### src/rtl/lsu_ctrl.sv
// ---------------------------------------------------------------------------
// lsu_ctrl
//
// Load/store unit sitting between the execute stage and a word-addressed data
// memory. Byte addresses from the pipeline become word indices for the
// memory. Byte and halfword loads are extracted from the returned word and
// sign- or zero-extended. Byte and halfword stores are done as
// read-modify-write, because the memory only writes whole words. Every request
// ends with a single-cycle response pulse. All outputs come straight from
// flops.
//
// Build option:
//   LSU_MISALIGN_TRAP_EN  defined   -> misaligned half/word requests are
//                                      rejected with rsp_err_o and never
//                                      touch memory.
//                         undefined -> misaligned half/word addresses are
//                                      aligned down and the access is
//                                      performed normally.
//   Size 2'b11 is rejected in both builds.
//
// Ports:
//   clk, reset          clock, synchronous active-high reset
//   req_valid_i/ready_o request handshake (ready only while idle)
//   req_we_i            1 = store, 0 = load
//   req_size_i          00 byte, 01 half, 10 word, 11 reserved
//   req_unsigned_i      zero-extend sub-word loads
//   req_addr_i          byte address
//   req_wdata_i         store data, taken from the low bits
//   rsp_valid_o         one-cycle response pulse
//   rsp_rdata_o         formatted load data (0 for stores and errors)
//   rsp_err_o           request rejected, qualified by rsp_valid_o
//   mem_addr_o          word index, zero-extended to XLEN
//   mem_load_o          one-cycle read strobe
//   mem_store_o         one-cycle write strobe
//   mem_wdata_o         full word to write
//   mem_rdata_i         read word
//   mem_rvalid_i        mem_rdata_i valid (only looked at while waiting)
// ---------------------------------------------------------------------------
module lsu_ctrl #(
    parameter int MEM_WORDS = 256,
    parameter int XLEN      = 32
) (
    input  logic            clk,
    input  logic            reset,
    input  logic            req_valid_i,
    output logic            req_ready_o,
    input  logic            req_we_i,
    input  logic [1:0]      req_size_i,
    input  logic            req_unsigned_i,
    input  logic [XLEN-1:0] req_addr_i,
    input  logic [XLEN-1:0] req_wdata_i,
    output logic            rsp_valid_o,
    output logic [XLEN-1:0] rsp_rdata_o,
    output logic            rsp_err_o,
    output logic [XLEN-1:0] mem_addr_o,
    output logic            mem_load_o,
    output logic            mem_store_o,
    output logic [XLEN-1:0] mem_wdata_o,
    input  logic [XLEN-1:0] mem_rdata_i,
    input  logic            mem_rvalid_i
);

    localparam int IDX_W = $clog2(MEM_WORDS);

    typedef enum logic [2:0] {
        IDLE,
        RD,
        WAIT,
        WR,
        RESP
    } lsuState_t;

    lsuState_t       state_q;
    lsuState_t       state_d;

    logic            reqReady_q;
    logic            rspValid_q;
    logic [XLEN-1:0] rspRdata_q;
    logic            rspErr_q;
    logic [XLEN-1:0] memAddr_q;
    logic            memLoad_q;
    logic            memStore_q;
    logic [XLEN-1:0] memWdata_q;

    logic [1:0]      off_q;
    logic [1:0]      size_q;
    logic            unsigned_q;
    logic            we_q;
    logic [15:0]     wdata_q;

    logic            accept;
    logic [1:0]      reqOff;
    logic            reqMisaligned;
    logic            reqErr;
    logic [1:0]      alignedOff;

    logic [4:0]      byteSel;
    logic [4:0]      halfSel;
    logic [7:0]      rdByte;
    logic [15:0]     rdHalf;
    logic [XLEN-1:0] loadData;
    logic [XLEN-1:0] mergeData;

    logic            unusedAddrBits;

    assign accept         = req_valid_i & reqReady_q;
    assign reqOff         = req_addr_i[1:0];
    assign unusedAddrBits = ^req_addr_i[XLEN-1:IDX_W+2];

    // Classify the incoming request. Only the reserved size is an error unless
    // the trap build is selected, in which case a misaligned half or word is
    // also rejected. Otherwise the offset is aligned down so the access lands
    // on the naturally aligned half or word containing the address.
    always_comb begin
        reqMisaligned = 1'b0;
        case (req_size_i)
            2'b01:   reqMisaligned = reqOff[0];
            2'b10:   reqMisaligned = (reqOff != 2'b00);
            default: reqMisaligned = 1'b0;
        endcase
`ifdef LSU_MISALIGN_TRAP_EN
        reqErr     = (req_size_i == 2'b11) | reqMisaligned;
        alignedOff = reqOff;
`else
        reqErr     = (req_size_i == 2'b11);
        alignedOff = reqOff;
        if (reqMisaligned) begin
            alignedOff = (req_size_i == 2'b01) ? {reqOff[1], 1'b0} : 2'b00;
        end
`endif
    end

    // Next-state logic. Errors go straight to the response, word stores skip
    // the read, and everything else reads the word first. The WAIT state holds
    // until the memory answers; any mem_rvalid_i seen in other states is
    // ignored because only WAIT looks at it.
    always_comb begin
        state_d = state_q;
        case (state_q)
            IDLE: begin
                if (accept) begin
                    if (reqErr) begin
                        state_d = RESP;
                    end else if (req_we_i && (req_size_i == 2'b10)) begin
                        state_d = WR;
                    end else begin
                        state_d = RD;
                    end
                end
            end
            RD:      state_d = WAIT;
            WAIT: begin
                if (mem_rvalid_i) begin
                    state_d = we_q ? WR : RESP;
                end
            end
            WR:      state_d = RESP;
            RESP:    state_d = IDLE;
            default: state_d = IDLE;
        endcase
    end

    // State register. A synchronous reset drops any request in flight, so an
    // aborted operation never produces a response.
    always_ff @(posedge clk) begin
        if (reset) begin
            state_q <= IDLE;
        end else begin
            state_q <= state_d;
        end
    end

    // Load formatting and store merging both work on the word currently on
    // mem_rdata_i, using the latched (already aligned) offset. The byte lane
    // starts at bit 8*off; the half lane starts at bit 16*off[1].
    always_comb begin
        byteSel   = {off_q, 3'b000};
        halfSel   = {off_q[1], 4'b0000};
        rdByte    = mem_rdata_i[byteSel +: 8];
        rdHalf    = mem_rdata_i[halfSel +: 16];
        loadData  = mem_rdata_i;
        mergeData = mem_rdata_i;
        case (size_q)
            2'b00: begin
                loadData = unsigned_q ? {{(XLEN-8){1'b0}}, rdByte}
                                      : {{(XLEN-8){rdByte[7]}}, rdByte};
                mergeData[byteSel +: 8] = wdata_q[7:0];
            end
            2'b01: begin
                loadData = unsigned_q ? {{(XLEN-16){1'b0}}, rdHalf}
                                      : {{(XLEN-16){rdHalf[15]}}, rdHalf};
                mergeData[halfSel +: 16] = wdata_q[15:0];
            end
            default: begin
            end
        endcase
    end

    // Output and request registers. Strobes and the handshake outputs are
    // decoded from the next state so each lines up with the cycle spent in
    // that state. Request fields and the word index are captured on
    // acceptance and held until the next acceptance. The read word is
    // consumed directly on the cycle mem_rvalid_i is seen in WAIT, either
    // into the response data (load) or into the merged write word (store).
    always_ff @(posedge clk) begin
        if (reset) begin
            reqReady_q <= 1'b1;
            rspValid_q <= 1'b0;
            rspRdata_q <= '0;
            rspErr_q   <= 1'b0;
            memAddr_q  <= '0;
            memLoad_q  <= 1'b0;
            memStore_q <= 1'b0;
            memWdata_q <= '0;
            off_q      <= 2'b00;
            size_q     <= 2'b00;
            unsigned_q <= 1'b0;
            we_q       <= 1'b0;
            wdata_q    <= '0;
        end else begin
            reqReady_q <= (state_d == IDLE);
            rspValid_q <= (state_d == RESP);
            memLoad_q  <= (state_d == RD);
            memStore_q <= (state_d == WR);
            rspErr_q   <= accept & reqErr;
            rspRdata_q <= '0;
            if (accept) begin
                off_q      <= alignedOff;
                size_q     <= req_size_i;
                unsigned_q <= req_unsigned_i;
                we_q       <= req_we_i;
                wdata_q    <= req_wdata_i[15:0];
                memAddr_q  <= {{(XLEN-IDX_W){1'b0}}, req_addr_i[IDX_W+1:2]};
                if (req_we_i && (req_size_i == 2'b10)) begin
                    memWdata_q <= req_wdata_i;
                end
            end
            if ((state_q == WAIT) && mem_rvalid_i) begin
                if (we_q) begin
                    memWdata_q <= mergeData;
                end else begin
                    rspRdata_q <= loadData;
                end
            end
        end
    end

    assign req_ready_o = reqReady_q;
    assign rsp_valid_o = rspValid_q;
    assign rsp_rdata_o = rspRdata_q;
    assign rsp_err_o   = rspErr_q;
    assign mem_addr_o  = memAddr_q;
    assign mem_load_o  = memLoad_q;
    assign mem_store_o = memStore_q;
    assign mem_wdata_o = memWdata_q;

endmodule

### config.mk
export PLATFORM = sky130hd
export DESIGN_NAME = lsu_ctrl
export DESIGN_NICKNAME = d
export VERILOG_FILES = /design/src/rtl/lsu_ctrl.sv
export SDC_FILE = /design/constraint.sdc
export NUM_CORES = 1
export LEC_CHECK = 0
export CORE_UTILIZATION = 47
export DETAILED_ROUTE_END_ITERATION = 10
export PLACE_DENSITY = 0.89
export SYNTH_ARGS = -nofsm -noshare
export SYNTH_HDL_FRONTEND = slang
export SYNTH_SLANG_ARGS = --single-unit
export TNS_END_PERCENT = 1
### constraint.sdc
create_clock -name clk -period 5.31 [get_ports clk]
set_input_delay 0.7965 -clock clk [delete_from_list [all_inputs] [get_ports clk]]
set_output_delay 0.7965 -clock clk [all_outputs]
set_load 0.005 [all_outputs]
# After elaboration in Yosys (flattened, before gate mapping)
# Cells that the tools add are included.
# Widths: inputs -> output; s select.
# word_totals
in_bits	104
reg_bits	102
# op_classes
addsub	2
shift	6
n_eq_ne	10
n_mux	19
reduce_logical	7
n_bitwise	3
# op_table
op	count
$mux 32	6
$pmux 32 s2	2
$bwmux 32	2
$shift 16x7->32 const A	1
$shift 8x7->32 const A	1
$shiftx 16x7->32	1
$shiftx 32x6->16	1
$shiftx 32x6->8	1
$shiftx 8x7->32	1
$neg 5->7	2
$mux 3	4
$pmux 3 s4	1
$eq 3x2->1 const B	3
$eq 3x1->1 const B	2
$logic_not 3->1	2
$mux 2	3
$eq 2x1->1 const B	2
$eq 2x2->1 const B	2
$eq 3x3->1 const B	1
$reduce_or 3->1	1
$and 1x1->1	2
$logic_and 1x1->1	2
$logic_not 2->1	1
$pmux 1 s2	1
2 further kinds	2

# Depth between registers and ports, before layout
# logic_depth
word_depth	7
ltp_mapped	9
ltp_nobuf	6

# Worst setup path after synthesis
# No wires, ideal clock.
# synth_path
path_type	input-to-reg
start	in req_size_i[0]
end	reg memWdata_q[29] (netlist: mem_wdata_o[29])
setup_time_ns	0.148
arrival_time_ns	1.937
n_path_buf	2
slack_ns	3.225
stages	7
path_cell_list	inv_1 -> ha_1 -> and4_1 -> buf_2 -> clkbuf_1 -> mux2i_1 -> a221oi_2
# synth_via
elab_chain_cells	6
# synth_rtl
item	line	source
from (decl)	48	input logic [1:0] req_size_i,
$eq 2x2->1 (*)	234	if (req_we_i && (req_size_i == 2'b10)) begin
$logic_and 1x1->1 (*)	234	
$mux 32 (*)	234	
$mux 32 (*)	227	if (accept) begin
$mux 32	239	if (we_q) begin
$mux 32 (*)	238	if ((state_q == WAIT) && mem_rvalid_i) begin
to (signal assigned)	235	memWdata_q <= req_wdata_i;
to (signal assigned)	240	memWdata_q <= mergeData;
to (decl)	83	logic [XLEN-1:0] memWdata_q;
# Every way passes the cells marked *; elsewhere a longest branch is shown, timed or not.
# A chain may end at the register's enable or synchronous reset.

# Worst setup path after layout
# layout_path
start	in req_size_i[0]
end	reg reqReady_q (netlist: req_ready_o)
# layout_via
elab_chain_cells	7
# layout_rtl
item	line	source
$eq 2x2->1	144	end else if (req_we_i && (req_size_i == 2'b10)) begin
$logic_and 1x1->1	144	
$mux 2	144	
$mux 3 (*)	142	if (reqErr) begin
$mux 3 (*)	141	if (accept) begin
$pmux 3 s4 (*)	139	case (state_q)
$logic_not 3->1 (*)	221	reqReady_q <= (state_d == IDLE);
to (signal assigned)	221	
to (decl)	76	logic reqReady_q;
# Marked as above.

==> flow_summary.toml <==
[pwr]
power_mw = 1.68
power_density_nw_per_um2 = 246
vdd.ir_drop.worst_v = 0.000179
p_leak_nw = 2.39

[timing]
relSlewSlack_pct = 10.6
setup_violations = 0
hold_viol = 0
fin_ws_ns = 2.27
max_freq_ghz = 0.329
rsz0062_at_grt = "false"
clock-skew-final_ns = 0.0109
slew_viol_final = 0
setup_tns_ns = 0
fin_crit_ns = 3.04
min_period_over_period_pct = 57.3
worst_slew_pin_slew_ns = 1.34

[cts]
cts_resized = 0
cts_setup_buffers = 0
htree_levels = 3
hold_buffers = 0
cts_buffers = 9
clock-sinks = 102
cts_tree = "built"
clk_pin_slew_ns = 0.10
clockRootBuffer = "clkbuf_8"
clk_latency_ns = 0.38
cts_max_path_buffers = 2

[global_route]
antenna_found_initial = 0
grt_pass1_vias = 4865
grt_max_degree = 69
grt_overflow = 0
track_usage_pct = 29.2
grt_pass1_wl_um = 25700

[drt]
drtAntennaViolNets = 0
vias_per_cell = 6.00
drc = 0
post_drt_wl_per_cell_um = 19.4
drtIter0Drc = 477
routed_wl_um = 16800
firstDrtPassIters = 9
vias = 5219

[place]
pre_cts_ws_ns = 1.89
io_buffers = 158
gp_congestion = 0.948
dpl.hpwl_um = 12200

[floorplan]
core-area_um2 = 10500
start_util_pct = 49.3
die_w_um = 107
fp-row-count = 37
ios = 205
die_h_um = 107
die_area_um2 = 11400

[setup_path]
startpoint_type = "primary input"
arrival_ns = 3.29
path_class = "in -> reg"
cp.required_ns = 5.56
cp_max_fo = 25
cp-end-kind = "register"

[synthesis]
netlist_instances = 604
netlist_area_um2 = 5160
seq_area_frac_synth_pct = 39.6
async_flop_share_pct = 0
ys_seq_elements = 102
synth_edf_count = 0
avgSynthCellArea_um2 = 8.54
ys.warnings.count = 0
yosys.cell_types.count = 45
synth_flop_cell = "dfxtp_1"

[cells_and_area]
diodes = 0
drive_gt1_share_pct = 7.49
syn_to_final_growth_pct = 32.5
n_fill_cell = 850
fin_util_pct = 65.3
nets = 841

[hold_path]
hp-class = "reg -> reg"

[run]
maxCapViolCount = 0

[outcome]
status = "finished, final reports clean"
==> kinds of logic after synthesis <==
logic type | Yosys count | share of synthesized area (%)
adder cells (fa/ha/maj) | 8 | 1.94
AND/OR/NAND/NOR | 197 | 17.4
multiplexers | 28 | 5.61
AO/OA/AOI/OAI | 188 | 27.3
buffers and inverters | 80 | 8.06
flip-flops | 102 | 39.6
other | 1 | 0.0727
==> cells in the final DEF (no fill, tap or decap), types with 3 or more instances in the layout <==
cell and n:
a21oi_1 64, a221oi_1 30, a221oi_2 14, a222oi_1 7, a22o_1 11, a22oi_1 15, a311oi_1 8, a31o_2 6
a31oi_1 8, buf_4 7, clkbuf_8 9, clkdlybuf4s50_1 157, conb_1 24, dfxtp_1 102, ha_1 8, inv_1 6
mux2_2 7, mux2i_1 21, nand2_1 132, nand2b_1 21, nor2_1 18, nor2b_1 4, nor3_1 4, nor3b_1 3
o21ai_0 11, o21bai_1 4
==> final timing paths <==
check | from | to | slack [ns] | cells past startpoint
max reg2reg | size_q[0] | rsp_rdata_o[23] | 2.73 | 5
min | mem_addr_o[0] | mem_addr_o[0] | 0.46 | 2
max | req_size_i[0] | req_ready_o | 2.27 | 7
min reg2reg | mem_addr_o[0] | mem_addr_o[0] | 0.46 | 2
==> metrics by stage <==
step	cells	hold WS [ns]	instance area [um^2]
floorplan	627	0.437	5240
global placement	854	0.443	6650
detailed placement	854	0.453	6650
CTS	870	0.468	6830
global route	870	0.490	6830
finish	870	0.465	6830
==> worst max-delay path: stages <==
cell and delay [ns]:
clkdlybuf4s50_1 0.49, inv_1 0.09, ha_1 0.20, and4_1 1.00
a221oi_1 0.35, nor3_1 0.28, nor3_1 0.08
==> area by class of cell <==
type | count | area, um^2 | share of cell area, %
clock buffer | 9 | 124 | 1.81
clock inverter | 7 | 57.6 | 0.843
inverter | 6 | 22.5 | 0.330
multi-input combinational | 445 | 2790 | 40.8
sequential | 102 | 2040 | 29.9
tap | 136 | 170 | 2.49
timing repair buffer | 165 | 1630 | 23.9
==> synth_stat cells (6+ instances only) <==
cell / number / area share [%]
a31o_2: 6 / 1.0
a221oi_2: 14 / 4.1
a21oi_1: 64 / 6.2
a22oi_1: 15 / 2.2
buf_2: 14 / 1.4
a311oi_1: 8 / 1.4
a222oi_1: 7 / 1.4
ha_1: 8 / 1.9
nor2_1: 18 / 1.3
a22o_1: 11 / 1.9
mux2_2: 7 / 1.5
buf_4: 26 / 3.8
dfxtp_1: 102 / 40
mux2i_1: 21 / 4.1
inv_1: 6 / 0.44
o21ai_0: 11 / 1.1
clkbuf_1: 29 / 2.1
nand2_1: 132 / 9.6
nand2b_1: 21 / 2.5
a31oi_1: 8 / 0.97
a221oi_1: 30 / 5.1
==> layer usage <==
metal | up-vias | routed length (um) | GRT usage, %
met5 | - | 0 | 0
met4 | 0 | 468 | 9.98
met3 | 39 | 1690 | 7.17
met2 | 330 | 7880 | 48.1
met1 | 2450 | 6800 | 37.2
li1 | 2400 | - | -
==> state kept, by name (all words and copies together), names as in the netlist <==
signal,cells
unsigned_q,1
mem_wdata_o,32
mem_load_o,1
req_ready_o,1
rsp_valid_o,1
mem_addr_o,8
state_q,3
we_q,1
size_q,2
rsp_err_o,1
off_q,2
mem_store_o,1
rsp_rdata_o,32
wdata_q,16
==> power breakdown <==
group	switching (mW)	internal [mW]	leakage, nW
Sequential	0.0383	0.801	0.828
Combinational	0.209	0.174	1.47
Clock	0.284	0.176	0.0877
Total	0.531	1.15	2.39
Note: power is estimated with default switching activity, not from simulation.
